==> src/rtl/cp0_pkg.sv <==
`default_nettype none
// +--------------------------------------------------------------------+
// | cp0_pkg : shared CP0 register numbers, exception codes, constants  |
// | Rev 1.0                                                            |
// +--------------------------------------------------------------------+
package cp0_pkg;

  localparam logic [4:0]  CP0_SR       = 5'd12;
  localparam logic [4:0]  CP0_CAUSE    = 5'd13;
  localparam logic [4:0]  CP0_EPC      = 5'd14;
  localparam logic [4:0]  CP0_PRID     = 5'd15;

  localparam logic [4:0]  EXC_INT      = 5'd0;
  localparam logic [4:0]  EXC_ADEL     = 5'd4;
  localparam logic [4:0]  EXC_ADES     = 5'd5;
  localparam logic [4:0]  EXC_RI       = 5'd10;
  localparam logic [4:0]  EXC_OV       = 5'd12;

  localparam logic [31:0] PRID_VALUE   = 32'h0000_7F00;
  localparam logic [31:0] HANDLER_ADDR = 32'h0000_4180;

endpackage
`default_nettype wire

==> src/rtl/cp0_exc_ctrl_if.sv <==
`default_nettype none
// +--------------------------------------------------------------------+
// | cp0_exc_ctrl_if : pipeline <-> CP0 exception controller bundle     |
// | Rev 1.0                                                            |
// +--------------------------------------------------------------------+
interface cp0_exc_ctrl_if;
  logic [4:0]  A1;
  logic [4:0]  A2;
  logic [31:0] DIn;
  logic        WE;
  logic [31:0] VPC;
  logic        BDIn;
  logic [4:0]  ExcCodeIn;
  logic [5:0]  HWInt;
  logic        EXLClr;
  logic        IntReq;
  logic [31:0] EPCOut;
  logic [31:0] DOut;

  modport master (
    output A1, A2, DIn, WE, VPC, BDIn, ExcCodeIn, HWInt, EXLClr,
    input  IntReq, EPCOut, DOut
  );

  modport slave (
    input  A1, A2, DIn, WE, VPC, BDIn, ExcCodeIn, HWInt, EXLClr,
    output IntReq, EPCOut, DOut
  );
endinterface
`default_nettype wire

==> src/rtl/cp0_exc_ctrl.sv <==
`default_nettype none
// +--------------------------------------------------------------------+
// | cp0_exc_ctrl : CP0 SR/Cause/EPC/PRId with exception/interrupt req  |
// | Rev 1.0                                                            |
// +--------------------------------------------------------------------+
module cp0_exc_ctrl
  import cp0_pkg::*;
(
  input  wire logic     clk,
  input  wire logic     reset,
  cp0_exc_ctrl_if.slave bus
);

  logic [5:0]  r_im;
  logic        r_exl;
  logic        r_ie;
  logic        r_bd;
  logic [5:0]  r_ip;
  logic [4:0]  r_exccode;
  logic [31:0] r_epc;

  logic        w_int_pend;
  logic        w_exc_pend;
  logic        w_int_req;
  logic [31:0] w_epc_victim;
  logic [31:0] w_sr;
  logic [31:0] w_cause;
  logic [31:0] w_dout;

  assign w_int_pend = (|(bus.HWInt & r_im)) & r_ie & ~r_exl;
  assign w_exc_pend = (bus.ExcCodeIn != 5'd0) & ~r_exl;
  assign w_int_req  = w_int_pend | w_exc_pend;

  // A delay-slot victim restarts at its branch so the branch is re-executed.
  assign w_epc_victim = bus.BDIn ? (bus.VPC - 32'd4) : bus.VPC;

  assign w_sr    = {16'd0, r_im, 8'd0, r_exl, r_ie};
  assign w_cause = {r_bd, 15'd0, r_ip, 3'd0, r_exccode, 2'd0};

  always_ff @(posedge clk) begin
    if (reset) begin
      r_im      <= '0;
      r_exl     <= 1'b0;
      r_ie      <= 1'b0;
      r_bd      <= 1'b0;
      r_ip      <= '0;
      r_exccode <= '0;
      r_epc     <= '0;
    end else begin
      r_ip <= bus.HWInt;
      if (w_int_req) begin
        r_exl     <= 1'b1;
        r_bd      <= bus.BDIn;
        r_epc     <= w_epc_victim & 32'hFFFF_FFFC;
        r_exccode <= w_int_pend ? EXC_INT : bus.ExcCodeIn;
      end else begin
        if (bus.WE && (bus.A2 == CP0_SR)) begin
          r_im  <= bus.DIn[15:10];
          r_exl <= bus.DIn[1];
          r_ie  <= bus.DIn[0];
        end
        if (bus.WE && (bus.A2 == CP0_EPC)) begin
          r_epc <= bus.DIn & 32'hFFFF_FFFC;
        end
        // eret is ordered after a same-cycle SR write
        if (bus.EXLClr) begin
          r_exl <= 1'b0;
        end
      end
    end
  end

  always_comb begin
    w_dout = '0;
    case (bus.A1)
      CP0_SR:    w_dout = w_sr;
      CP0_CAUSE: w_dout = w_cause;
      CP0_EPC:   w_dout = r_epc;
      CP0_PRID:  w_dout = PRID_VALUE;
      default:   w_dout = '0;
    endcase
  end

  assign bus.IntReq = w_int_req;
  assign bus.EPCOut = r_epc;
  assign bus.DOut   = w_dout;

endmodule
`default_nettype wire
==> src/flat_wrapper.sv <==
// flat-port wrapper written by rule: the top's interface ports become plain ports
module cp0_exc_ctrl_flat import cp0_pkg::*;
  (clk, reset, bus_A1, bus_A2, bus_DIn, bus_WE, bus_VPC, bus_BDIn, bus_ExcCodeIn, bus_HWInt, bus_EXLClr, bus_IntReq, bus_EPCOut, bus_DOut);
  cp0_exc_ctrl_if bus_i ();
  input  wire logic clk;
  input  wire logic reset;
  input wire logic [$bits(bus_i.A1)-1:0] bus_A1;
  input wire logic [$bits(bus_i.A2)-1:0] bus_A2;
  input wire logic [$bits(bus_i.DIn)-1:0] bus_DIn;
  input wire logic [$bits(bus_i.WE)-1:0] bus_WE;
  input wire logic [$bits(bus_i.VPC)-1:0] bus_VPC;
  input wire logic [$bits(bus_i.BDIn)-1:0] bus_BDIn;
  input wire logic [$bits(bus_i.ExcCodeIn)-1:0] bus_ExcCodeIn;
  input wire logic [$bits(bus_i.HWInt)-1:0] bus_HWInt;
  input wire logic [$bits(bus_i.EXLClr)-1:0] bus_EXLClr;
  output wire logic [$bits(bus_i.IntReq)-1:0] bus_IntReq;
  output wire logic [$bits(bus_i.EPCOut)-1:0] bus_EPCOut;
  output wire logic [$bits(bus_i.DOut)-1:0] bus_DOut;
  assign bus_i.A1 = bus_A1;
  assign bus_i.A2 = bus_A2;
  assign bus_i.DIn = bus_DIn;
  assign bus_i.WE = bus_WE;
  assign bus_i.VPC = bus_VPC;
  assign bus_i.BDIn = bus_BDIn;
  assign bus_i.ExcCodeIn = bus_ExcCodeIn;
  assign bus_i.HWInt = bus_HWInt;
  assign bus_i.EXLClr = bus_EXLClr;
  assign bus_IntReq = bus_i.IntReq;
  assign bus_EPCOut = bus_i.EPCOut;
  assign bus_DOut = bus_i.DOut;
  cp0_exc_ctrl u_core (.clk(clk), .reset(reset), .bus(bus_i));
endmodule
==> config.mk <==
export PLATFORM = sky130hd
export DESIGN_NAME = cp0_exc_ctrl_flat
export DESIGN_NICKNAME = d
export VERILOG_FILES = /design/src/rtl/cp0_pkg.sv /design/src/rtl/cp0_exc_ctrl_if.sv /design/src/rtl/cp0_exc_ctrl.sv /design/src/flat_wrapper.sv
export SDC_FILE = /design/constraint.sdc
export NUM_CORES = 1
export LEC_CHECK = 0
export CAP_MARGIN = 20
export CORE_MARGIN = 1.5
export CORE_UTILIZATION = 40
export CTS_BUF_LIST = sky130_fd_sc_hd__clkbuf_4
export DETAILED_ROUTE_END_ITERATION = 12
export PLACE_DENSITY_LB_ADDON = 0.12
export SYNTH_ARGS = -nofsm -noshare
export SYNTH_HDL_FRONTEND = slang
export SYNTH_SLANG_ARGS = --single-unit
export TNS_END_PERCENT = 100
==> constraint.sdc <==
create_clock -name clk -period 2.35 [get_ports clk]
set_input_delay 0.235 -clock clk [delete_from_list [all_inputs] [get_ports clk]]
set_output_delay 0.235 -clock clk [all_outputs]
set_load 0.01 [all_outputs]
---- Word level (Yosys, flattened, before mapping) ----
Cells that the tools add are included.
Widths: inputs -> output; s select.
word-level totals
  output and inout bits ................... 65
  register bits after elaboration ......... 50
  input bits .............................. 90
  logic and storage cells ................. 36
cells by class
  multiplexer cells ....................... 8
  reduce and logical (&&, ||, !) cells .... 7
  bitwise gates (word level) .............. 7
  add/sub/neg operators ................... 1
  equality and inequality tests ........... 6
operators by type and width
  operator               count
  $pmux 32 s4            1
  $mux 32                3
  $sub 32x3->32 const B  1
  $eq 5x4->1 const B     6
  $and 6x6->6            1
  $reduce_or 6->1        1
  $mux 5                 1
  $reduce_bool 5->1      1
  $and 1x1->1            3
  $mux 1                 3
  $reduce_bool 3->1      1
  $logic_and 1x1->1      2
  $not 1->1              2
  $reduce_and 2->1       1
  $reduce_bool 2->1      1
  $or 1x1->1             1

---- Logic depth before layout (Yosys ltp) ----
Gate-level depths: netlist (run 1).
  depth after elaboration ................. 7
  depth in mapped cells ................... 8
  mapped depth without buffers ............ 6

---- Worst setup path after synthesis (run 1) ----
OpenSTA, ideal clock, no wires.
  path kind ............................... input to register
  start ................................... in bus_VPC[10]
  end ..................................... reg u_core.r_epc[26], in the netlist u_core.bus.EPCOut[26]
  slack ................................... 0.126 ns
  data required time ...................... 2.259 ns
  arrival ................................. 2.133 ns
  setup time .............................. 0.091 ns
  path buffers ............................ 1
  cell stages on the path ................. 5
  path through ............................ or4_4 -> or4_1 -> buf_2 -> or4_1 -> a311oi_1
between the ends
  cells in the longest elaborated chain, start to end .. 3
RTL lines
  what                    line                source
  start: declaration      flat_wrapper.sv:11  input wire logic [$bits(bus_i.VPC)-1:0] bus_VPC;
  $sub 32x3->32           cp0_exc_ctrl.sv:35  assign w_epc_victim = bus.BDIn ? (bus.VPC - 32'd4) : bus.VPC;
  $mux 32                 cp0_exc_ctrl.sv:35
  $mux 32                 cp0_exc_ctrl.sv:51  if (w_int_req) begin
  end signal: assignment  cp0_exc_ctrl.sv:54  r_epc <= w_epc_victim & 32'hFFFF_FFFC;
  end signal: assignment  cp0_exc_ctrl.sv:63  r_epc <= bus.DIn & 32'hFFFF_FFFC;
  end: declaration        cp0_exc_ctrl.sv:20  logic [31:0] r_epc;
No other way between the ends.
A chain may end at the register's enable or synchronous reset.

---- Worst setup path after layout (run 1) ----
  start ................................... in bus_VPC[7]
  end ..................................... reg u_core.r_epc[26], in the netlist u_core.bus.EPCOut[26]
The elaborated chain is that of the path after synthesis.

==> metrics.yaml, run 1 <==
critPathArrivalTime_ps: 2560
drt_iter0_drc: 216
cts_sinks: 50
grt_pass1_wl_mm: 19.75
yosysWarnings: 0
ctsLongestPathBuffers: 2
switchingPower_mw: 0.6409
start_util_pct: 41.38
hold_buffers: 0
ys_seq_elements: 50
max_freq_mhz: 436.7
track_usage_pct: 24.66
viasPerCell: 5.894
ir_drop_uv: 234.7
drc: 0
wl_per_cell_um: 17.46
cts_tree: "built"
cp-end-kind: "flip-flop"
cts-root-buf: "clkbuf_4"
startpoint_type: "input pin"
finalCritPeriodShare_pct: 97.45
overflow: 0
syn_inst: 433
die_h_um: 98.21
avgSynthCellArea_um2: 8.374
min_period_ps: 2290
grt_max_degree: 53
synth.cell_area_um2: 3626
final_util_pct: 64.06
n_antenna_cell: 0
core_um2: 8763
synth_edf_count: 0
most-common-layout-cells: "clkdlybuf4s50_1, buf_4, dfxtp_1"
async_reset_ff_share_pct: 0
gp_congestion: 0.8957
swShare_pct: 28.13
numCtsBuffers: 5
path_buf_inv: 1
crit_top_cell: "or4_4"
portBuffers: 150
powerDensity_nw_per_um2: 405.8
synthFlopType: "dfxtp_1"
setup_viol: 0
required_ps: 2620
min_path_type: "input pin to flip-flop"
worstSkewPairLatency_ps: 370
critPathMaxStageDelay_ps: 600
ys_types: 54
clkTransAtPathRegs_ps: 150
status: "complete, no violations"
worstPathMaxFanout: 6
crit_slowest_cell: "or4_4"
relSlewSlack_pct: 57.20
ant_nets: 0
crit_family: "simple AND/OR/NAND/NOR gates"
drt_wl_total_mm: 12.40
worst_pin_slew_ps: 642.0
p_int_mw: 1.637
rows: 34
hold_violations: 0
firstDrtPassIters: 4
ios: 155
final_layout_size_suffix_gt1_share_pct: 14.95
die-area_um2: 9645
syn_to_final_growth_pct: 54.83
crit_type: "input pin to flip-flop"
seqPwrFrac_pct: 42.4
p_leak_nw: 1.906
cp_cell_sequence: "clkdlybuf4s50_1, or4_4, or4_4, or4_4, a311oi_2"
skew_ps: 19.88
grt_pass1_vias: 4010
dp.final_hpwl_mm: 9.024
fin_nets: 692
vias: 4185
antenna_found_initial: 0
ys_seq_area_share_pct: 27.61
holdWs_ps: 368.5
h-tree-depth: 2
layout_commonest_cell: "clkdlybuf4s50_1"
pwr-share-comb_pct: 30.8
drv_slew: 0
pwr-share-clk_pct: 26.9
die_x_um: 98.21
cap_violations: 0
final timing paths:
check | slack [ps] | cells past startpoint | end | startpoint
hold / removal | 370 | 4 | u_core.bus.EPCOut[8]$_SDFFE_PP0P_ | bus_VPC[8]
hold reg to reg | 510 | 2 | u_core.r_im[5]$_SDFFE_PP0P_ | u_core.r_im[5]$_SDFFE_PP0P_
setup / recovery | 60 | 5 | u_core.bus.EPCOut[26]$_SDFFE_PP0P_ | bus_VPC[7]
setup reg to reg | 380 | 5 | u_core.r_exccode[1]$_SDFFE_PP0N_ | u_core.r_im[1]$_SDFFE_PP0P_
power by group through the flow:
stage	logic, mW	clock network (mW)	registers (mW)
after detailed placement	0.686	0	0.984
after CTS	0.692	0.620	0.965
after global placement	0.676	0	0.982
after floorplan	0.292	0	0.987
after global routing	0.754	0.648	0.974
final	0.701	0.612	0.966
metrics by stage:
| stage | setup TNS [ps] | worst slack, ps | power [mW] | std cells | cell area (um2) |
|---|---|---|---|---|---|
| finish | 0 | 60.02 | 2.278 | 710 | 5614 |
| global route | -3.543 | -3.543 | 2.376 | 710 | 5614 |
| CTS | 0 | 1.120 | 2.276 | 707 | 5564 |
| detailed placement | -5302 | -444.0 | 1.670 | 699 | 5445 |
| global placement | -4404 | -378.4 | 1.658 | 699 | 5445 |
| floorplan | 0 | 125.7 | 1.279 | 434 | 3630 |
layout make-up:
type,instances,area (um2)
sequential,50,1002
tap,108,135.1
inverter,7,26.28
fill,745,3149
multi-input combinational,329,2395
timing repair buffer,208,1954
clock buffer,5,37.54
clock inverter,3,63.81
cell usage after synthesis (all sizes together) (15+ instances only):
cell type	number	area share, %
clkbuf	35	3.6
or4	18	3.8
nor4	34	5.9
dfxtp	50	28
and2	16	2.8
nor2	20	2.1
nand2b	17	2.9
a211oi	24	5.0
o31a	25	6.1
nor4b	26	6.3
a311oi	15	3.6
tightest hold or removal path: stages:
cell and delay (ps):
dlymetal6s2s_1 100, buf_4 140, xnor2_1 140, a211oi_1 80
logic make-up after synthesis:
kind of cell / synth area share (%)
AND/OR/NAND/NOR: 34.82
AO/OA/AOI/OAI: 23.12
buffers and inverters: 7.246
flip-flops: 27.61
multiplexers: 3.865
XOR/XNOR: 2.899
adder cells (fa/ha/maj): 0.3450
other: 0.1034
flip-flops by register name, indices dropped and copies added (netlist names):
register,flops
u_core.bus.EPCOut,30
u_core.r_ie,1
u_core.r_im,6
u_core.r_exl,1
u_core.r_bd,1
u_core.r_ip,6
u_core.r_exccode,5
per-layer routing:
metal	vias to the layer above	track usage [%]	wire length, um
met5	-	0	0
met4	0	3.900	47
met3	4	3.221	751
met2	139	42.23	6008
met1	2012	33.79	5589
li1	2030	-	-
what timing repair did:
item / CTS / global route
pin swaps: 2 / 4
resized for setup: 5 / 8
setup buffers: 0 / 3
endpoints found under the setup margin: 7 / 29
Power figures use the tool's default switching activity.
==> run 2: changes to the inputs <==
==> constraint.sdc (replaced) <==
create_clock -name clk -period 2 [get_ports clk]
set_input_delay 0.2 -clock clk [delete_from_list [all_inputs] [get_ports clk]]
set_output_delay 0.2 -clock clk [all_outputs]
set_load 0.01 [all_outputs]
==> run 2 against run 1 <==
Net effect:
- cell count up 4.5%
- critical endpoint is now u_core.bus.EPCOut[27]$_SDFFE_PP0P_
- combinational power grew 22%
- die area unchanged
- critical path type unchanged
- non-clock buffer count rose by 31
- wire length increased by 2.2%
- clock power shrank 20%
- register-to-register slack worse by 230 ps
- largest cell class unchanged
- design area grew 3.6%
- sequential cell count is the same
- the run now ends with setup timing left
- highest routed layer unchanged
- sequential power grew 17%
==> metrics.yaml, run 2 (synthesis gave the netlist of run 1 again) <==
seq_area_um2: 1003
core_um2: 8763
min_path_type: "input pin to flip-flop"
ant_nets: 0
dp_cells: 723
switchingPower_mw: 0.7768
cap_violations: 0
powerDensity_nw_per_um2: 425.7
gp_congestion: 0.8743
r2r_cells: 5
worst_pin_slew_ps: 692.3
die_x_um: 98.21
wl_per_cell_um: 17.07
skew_ps: 14.58
drt_iter0_drc: 284
p_leak_nw: 2.287
drc: 0
die_h_um: 98.21
hp-start: "bus_VPC[9]"
pwr-share-comb_pct: 34.5
r2r_end: "u_core.r_exccode[3]$_SDFFE_PP0N_"
pwr-share-clk_pct: 19.8
cp-end-kind: "flip-flop"
final_layout_size_suffix_gt1_share_pct: 21.14
drv_slew: 0
min_period_ps: 2004
status: "finished, violations left"
crit_type: "input pin to flip-flop"
setup_viol: 1
h-tree-depth: 2
overflow: 0
cts-root-buf: "clkbuf_4"
hold_buffers: 0
cts_tree: "built"
largest_reg_flops: 30
viasPerCell: 5.842
whs_path_depth: 4
start_util_pct: 41.38
numCtsBuffers: 5
max_freq_mhz: 499.0
most-common-layout-cells: "clkdlybuf4s50_1, buf_4, dfxtp_1"
grt_pass1_wl_mm: 20.51
violations: "setup timing"
finalPower_mw: 2.476
finalCritPeriodShare_pct: 100.2
syn_to_final_growth_pct: 60.39
die-area_um2: 9645
reg2reg_slack_ps: 150
rows: 34
cts_sinks: 50
min_to: "u_core.bus.EPCOut[9]$_SDFFE_PP0P_"
track_usage_pct: 25.66
portBuffers: 150
swShare_pct: 31.37
ctsLongestPathBuffers: 2
place_area_um2: 5645
grt_max_degree: 43
final_util_pct: 66.36
seqPwrFrac_pct: 45.7
stdcell_count: 742
required_ps: 2290
multiInputGateArea_um2: 2432
drt_wl_total_mm: 12.67
grt_pass1_vias: 4191
firstDrtPassIters: 4
fillers: 746
fin_nets: 724
worstSkewPairLatency_ps: 380
pre_cts_slack_ps: -648.5
setup_ws_ps: -4.187
hold_violations: 0
clkTransAtPathRegs_ps: 150
n_antenna_cell: 0
worstPathMaxFanout: 7
vias: 4335
layout_commonest_cell: "clkdlybuf4s50_1"
ios: 155
antenna_found_initial: 0
startpoint_type: "input pin"
dp.final_hpwl_mm: 9.490
r2r_start: "u_core.r_im[2]$_SDFFE_PP0P_"
p_int_mw: 1.699
design_area_um2: 5816
rsz0062_at_grt: "true"
ir_drop_uv: 245.7
critPathArrivalTime_ps: 2290
relSlewSlack_pct: 53.85
run 2: changes by cell type in the layout (fill, tap and decap cells not counted), moves of 3 or more:
cell | previous run | this run
clkdlybuf4s50_1 | 145 | 99
dlygate4sd2_1 | 0 | 34
buf_4 | 56 | 83
dlymetal6s2s_1 | 3 | 8
buf_6 | 0 | 4
buf_2 | 2 | 5
or4_4 | 4 | 7
run 2: per-stage QoR:
step           setup TNS, ps  hold WS (ps)
2_1_floorplan         -971.3         328.2
3_3_place_gp          -13260         477.4
3_5_place_dp          -15450         481.1
4_1_cts               -180.8         298.2
5_1_grt               -7.015         311.6
6_report              -4.187         306.4
run 2: worst max-delay path by stage:
stage	start	to	slack, ps	depth (start not counted)
finish	bus_VPC[10]	u_core.bus.EPCOut[27]$_SDFFE_PP0P_	-4	5
global route	u_core.r_im[2]$_SDFFE_PP0P_	bus_IntReq	-7	5
CTS	u_core.r_im[1]$_SDFFE_PP0P_	bus_IntReq	-50	5
detailed placement	bus_VPC[10]	u_core.bus.EPCOut[27]$_SDFFE_PP0P_	-650	5
global placement	bus_VPC[10]	u_core.bus.EPCOut[27]$_SDFFE_PP0P_	-590	5
floorplan	bus_VPC[10]	u_core.bus.EPCOut[26]$_SDFFE_PP0P_	-180	5
run 2: critical path, stage by stage:
cell	delay [ps]
dlygate4sd2_1	240
or4_4	430
or4_4	600
or4_1	540
a311oi_1	270
run 2: power by group through the flow:
stage	registers, mW	clock network [mW]	logic [mW]
6_report	1.13	0.490	0.854
5_1_grt	1.14	0.534	0.917
4_1_cts	1.13	0.496	0.851
3_5_place_dp	1.15	0	0.848
3_3_place_gp	1.15	0	0.830
2_1_floorplan	1.16	0	0.343
run 2: repair_timing:
| item | CTS | global route |
|---|---|---|
| setup buffers | 7 | 2 |
| hold endpoints to repair | 0 | 0 |
| resized for setup | 70 | 16 |
| cloned | 2 | 0 |
| endpoints found under the setup margin | 45 | 22 |
| pin swaps | 9 | 3 |
run 2: area by class of cell:
cell class	instances	area share [%]
multi-input combinational	330	41.82
timing repair buffer	239	37.13
sequential	50	17.25
tap	108	2.324
clock buffer	5	0.6454
inverter	7	0.4518
clock inverter	3	0.3657
run 2: per-layer routing:
metal	global-route usage [%]	share of wire (%)	vias to the layer above
met5	0	0	-
met4	7.042	1.9	0
met3	3.436	5.6	18
met2	44.56	49	149
met1	33.38	44	2069
li1	-	-	2099
